File: src/rtl/hazard_unit.sv
// Pipeline hazard unit: load-use bubbles, branch flushes and data-memory wait stalls with timeout.
// Optional performance counters are enabled with the HAZARD_PERF_CNT_EN macro.
module hazard_unit #(
    parameter int unsigned MEM_TIMEOUT = 1023
) (
    input  logic        clk,
    input  logic        rst_n,
    input  logic [4:0]  rs1_adr,
    input  logic [4:0]  rs2_adr,
    input  logic        rs1_used,
    input  logic        rs2_used,
    input  logic        D_E_mem_rd,
    input  logic [4:0]  D_E_rd_adr,
    input  logic        branch_taken,
    input  logic        E_M_mem_req,
    input  logic        dmem_ack,
    output logic        stall_F,
    output logic        stall_D,
    output logic        stall_E,
    output logic        stall_M,
    output logic        flush_D,
    output logic        flush_E,
    output logic        mem_err
`ifdef HAZARD_PERF_CNT_EN
    ,
    output logic [31:0] stall_cnt,
    output logic [31:0] flush_cnt
`endif
);

    typedef enum logic [1:0] {
        RUN,
        LOAD_BUB,
        MEM_WAIT,
        FLUSH_WAIT
    } state_t;

    localparam logic [15:0] TIMEOUT_VAL = 16'(MEM_TIMEOUT);

    state_t      state_q, state_d;
    logic [15:0] cnt_q, cnt_d;

    logic load_use;
    logic mem_wait;
    logic stall_f_c, stall_d_c, stall_e_c, stall_m_c;
    logic flush_d_c, flush_e_c, mem_err_c;
    logic branch_flush;

    // x0 is hard-wired to zero, so a load targeting it never creates a dependency.
    assign load_use = D_E_mem_rd && (D_E_rd_adr != 5'd0) &&
                      ((rs1_used && (rs1_adr == D_E_rd_adr)) ||
                       (rs2_used && (rs2_adr == D_E_rd_adr)));
    assign mem_wait = E_M_mem_req && !dmem_ack;

    always_comb begin
        state_d      = state_q;
        cnt_d        = cnt_q;
        stall_f_c    = 1'b0;
        stall_d_c    = 1'b0;
        stall_e_c    = 1'b0;
        stall_m_c    = 1'b0;
        flush_d_c    = 1'b0;
        flush_e_c    = 1'b0;
        mem_err_c    = 1'b0;
        branch_flush = 1'b0;
        case (state_q)
            RUN, LOAD_BUB: begin
                state_d = RUN;
                if (mem_wait) begin
                    stall_f_c = 1'b1;
                    stall_d_c = 1'b1;
                    stall_e_c = 1'b1;
                    stall_m_c = 1'b1;
                    cnt_d     = 16'd0;
                    state_d   = MEM_WAIT;
                end else if (branch_taken) begin
                    flush_d_c    = 1'b1;
                    flush_e_c    = 1'b1;
                    branch_flush = 1'b1;
                end else if (load_use && (state_q == RUN)) begin
                    stall_f_c = 1'b1;
                    stall_d_c = 1'b1;
                    flush_e_c = 1'b1;
                    state_d   = LOAD_BUB;
                end
            end
            MEM_WAIT: begin
                if (dmem_ack) begin
                    // A branch resolved during the wait is flushed once the pipe moves again.
                    state_d = branch_taken ? FLUSH_WAIT : RUN;
                end else if (cnt_q == TIMEOUT_VAL) begin
                    mem_err_c = 1'b1;
                    state_d   = RUN;
                end else begin
                    stall_f_c = 1'b1;
                    stall_d_c = 1'b1;
                    stall_e_c = 1'b1;
                    stall_m_c = 1'b1;
                    cnt_d     = cnt_q + 16'd1;
                end
            end
            FLUSH_WAIT: begin
                flush_d_c    = 1'b1;
                flush_e_c    = 1'b1;
                branch_flush = 1'b1;
                state_d      = RUN;
            end
            default: state_d = RUN;
        endcase
    end

    always_ff @(posedge clk or negedge rst_n) begin
        if (!rst_n) begin
            state_q <= RUN;
            cnt_q   <= 16'd0;
        end else begin
            state_q <= state_d;
            cnt_q   <= cnt_d;
        end
    end

    // Outputs are qualified by reset so nothing leaks while rst_n is low.
    assign stall_F = rst_n & stall_f_c;
    assign stall_D = rst_n & stall_d_c;
    assign stall_E = rst_n & stall_e_c;
    assign stall_M = rst_n & stall_m_c;
    assign flush_D = rst_n & flush_d_c;
    assign flush_E = rst_n & flush_e_c;
    assign mem_err = rst_n & mem_err_c;

`ifdef HAZARD_PERF_CNT_EN
    logic [31:0] stall_cnt_q, stall_cnt_d;
    logic [31:0] flush_cnt_q, flush_cnt_d;

    always_comb begin
        stall_cnt_d = stall_cnt_q;
        flush_cnt_d = flush_cnt_q;
        if (stall_f_c) begin
            stall_cnt_d = stall_cnt_q + 32'd1;
        end
        if (branch_flush) begin
            flush_cnt_d = flush_cnt_q + 32'd1;
        end
    end

    always_ff @(posedge clk or negedge rst_n) begin
        if (!rst_n) begin
            stall_cnt_q <= 32'd0;
            flush_cnt_q <= 32'd0;
        end else begin
            stall_cnt_q <= stall_cnt_d;
            flush_cnt_q <= flush_cnt_d;
        end
    end

    assign stall_cnt = stall_cnt_q;
    assign flush_cnt = flush_cnt_q;
`endif

endmodule

File: config.mk
export PLATFORM = sky130hd
export DESIGN_NAME = hazard_unit
export DESIGN_NICKNAME = d
export VERILOG_FILES = /design/src/rtl/hazard_unit.sv
export SDC_FILE = /design/constraint.sdc
export NUM_CORES = 1
export LEC_CHECK = 0
export BUFFER_PORTS_ARGS = -buffer_cell sky130_fd_sc_hd__clkbuf_2
export CAP_MARGIN = 0
export CORE_MARGIN = 4
export CORE_UTILIZATION = 25
export CTS_CLUSTER_SIZE = 10
export DETAILED_ROUTE_END_ITERATION = 10
export MAX_ROUTING_LAYER = met4
export SLEW_MARGIN = 10
export SYNTH_ARGS = -nofsm -noshare
export SYNTH_HDL_FRONTEND = slang
export SYNTH_SLANG_ARGS = --single-unit
File: constraint.sdc
create_clock -name clk -period 3.3 [get_ports clk]
set_clock_uncertainty 0.05 [all_clocks]
set_input_delay 0.33 -clock clk [delete_from_list [all_inputs] [get_ports clk]]
set_output_delay 0.33 -clock clk [all_outputs]
set_load 0.02 [all_outputs]
==> out/metrics.cfg <==
[setup_path]
worst_setup_path_start_kind = register
crit_buf_inv = 1
critPathMaxFanout = 6
cp_cell_sequence = nor4_1 > nand4_1 > a21oi_1 > o21ai_0 > clkbuf_2
critPathKind = reg -> out
critPathCaptureType = output port
crit_slowest_cell = nor4_1
max_stage_delay_ns = 0.51
path_delay_family = simple AND/OR/NAND/NOR gates
cp.arrival_ns = 2.02
worstPathRequired_ns = 2.92

[global_route]
grt_pass1_wl_um = 5250
grt_usage = 0.104
grt_overflow_total = 0
grt.met3_usage = 0.0306
grt_busiest_layer = met2
antenna_found_initial = 0
grt_max_degree = 16
grt_pass1_vias = 1135
met1_usage = 0.143
grt_use_met2 = 0.162

[synth]
yosys-top-cells-area = dfrtp_1, xor2_1, a41o_1
yosysTopAreaCellShare = 0.356
ys_warn_count = 0
ys.flop_type = dfrtp_1
yosysMostFrequentCell = dfrtp_1
ys_async_sr_fraction = 1.00
ys_seq_area_frac = 0.356
synth.distinct_cells = 43
syn_inst = 143
synth_common_cells = dfrtp_1, nand2_1, nor2_1, xor2_1, nand3_1
synth_top_area_cell = dfrtp_1
syn_nets = 167
ys_ff_latch = 18
syn_avg_cell_area_um2 = 8.84
synth_edf_count = 0
synth_area_um2 = 1260

[clock_tree]
cts_setup_buffers = 0
cts_max_level = 1
clock_sinks = 18
cts_tree = done
clkLatencyLatePin_ns = 0.26
cts-root-buf = clkbuf_8
cts_buffer_depth = 2
cts_buffers = 3
path_clk_slew_ns = 0.07

[sta]
maxSlewViolCount = 0
clock.fmax_ghz = 0.417
min_period_over_period = 0.727
tightest_slew_ns = 0.504
period_minus_slack_ns = 2.40
finalSetupTns_ns = 0
final-hold-violation-count = 0
rsz0062_at_grt = no
setup_violations = 0
maxSlewHeadroom = 0.661

[pwr]
leakage_uw = 0.000713
swShare = 0.302
combPwrFrac = 0.210
vdd.ir_drop.worst_v = 0.000139
total_power_uw = 566
cellPowerDensity_nw_per_um2 = 375
net-switching-power_uw = 171
intPower_uw = 395
seqPwrFrac = 0.460
clkPwrFrac = 0.330

[route]
wl_per_cell_um = 12.7
drt-pass1-iter-count = 4
drt-total-wl_um = 2970
routed_via_density = 4.96
ant_nets = 0
vias = 1161
route.detailed.drc = 0
initialDrtViolationCount = 94

[placement]
numPortBuffers = 29
place_hpwl_um = 2270
gp_congestion = 0.767

[final_layout]
areaGrowthSynthToFinish_pct = 19.3
drive_above_1_share = 0.234
n_antenna_cell = 0
fin_nets = 192

[floorplan]
die_x_um = 79.1
io_pins = 30
die_area_um2 = 6260
core_area_um2 = 4820
num_rows = 25
start_util = 0.262
die_h_um = 79.1

[worst_hold_path]
hold_path_class = in -> reg

[run_status]
status = finished, final reports clean

[job]
max-cap-violations = 0

## stage by stage
| stage | hold WS, ns | setup slack [ns] | instances | area (um^2) | util |
|---|---|---|---|---|---|
| detailed placement | 0.140 | 1.18 | 229 | 1440 | 0.299 |
| CTS | 0.338 | 0.867 | 234 | 1510 | 0.313 |
| finish | 0.337 | 0.900 | 234 | 1510 | 0.313 |
| floorplan | -0.0156 | 1.03 | 143 | 1260 | - |
| global placement | 0.145 | 1.25 | 229 | 1440 | 0.299 |
| global route | 0.355 | 0.654 | 234 | 1510 | 0.313 |
## what timing repair did
item	CTS	global route
gates resized for setup	0	0
hold buffers	1	0
endpoints found under the hold margin	4	0
## state kept, by name, summed over array words and instances (netlist names)
register	cells
cnt_q	16
state_q	2
## cells by family after synthesis
group / Yosys count / share of synthesized area
fa+ha+maj: 1 / 0.00990
compound gates: 36 / 0.208
simple gates: 64 / 0.297
mux: 1 / 0.00792
buf+inv: 13 / 0.0515
xor+xnor: 10 / 0.0693
flops: 18 / 0.356
## worst register-to-register path: cells and delay by family, from the launching register on
kind            cells  cell delay, ns
compound gates      1            0.16
simple gates        3            1.04
fa+ha+maj           1            0.25
flops               1            0.43
## area by class of cell
class / instances / area, um^2
multi-input cells: 112 / 748
well taps: 67 / 83.8
clock buffers: 4 / 55.1
inverters: 2 / 7.51
repair buffers: 31 / 163
flip-flops and latches: 18 / 450
fillers: 531 / 3310
## routing by layer
metal  vias up  share of wire
li1        591              -
met1       536           0.48
met2        34           0.46
met3         0          0.068
met4         0              0
met5         -              0
## cell usage in the layout, fill, tap and decap left out, types with 3 or more instances in the layout
cell      Yosys  final
nand2_1      13     13
o31ai_1       6      6
clkbuf_8      0      4
nand4_1       3      3
a31oi_1       5      5
or4_1         5      5
clkbuf_2      0     29
a41o_1        5      5
nand3_1       7      7
nor2_1       10     10
a21oi_1       5      5
nor4_1        3      3
dfrtp_1      18     18
o21ai_0       5      5
and3_1        6      6
and4_1        4      4
xor2_1        8      8
## final timing paths
| kind | from | endpoint | slack, ns | cells after the start |
|---|---|---|---|---|
| min | branch_taken | state_q[0] | 0.34 | 3 |
| max | cnt_q[13] | stall_F | 0.90 | 5 |
| max reg2reg | cnt_q[0] | cnt_q[5] | 1.30 | 5 |
| max in group asynchronous | rst_n | cnt_q[4] | 2.34 | 3 |
| min reg2reg | cnt_q[7] | cnt_q[7] | 0.43 | 1 |
| min in group asynchronous | rst_n | cnt_q[0] | 0.41 | 2 |
## power groups by stage
stage	sequential (uW)	clock (uW)	combinational, uW
4_1_cts	260	189	122
3_5_place_dp	264	0	120
5_1_grt	264	199	136
2_1_floorplan	254	0	88.7
3_3_place_gp	264	0	120
6_report	260	187	119
(Power assumes the default switching activity.)
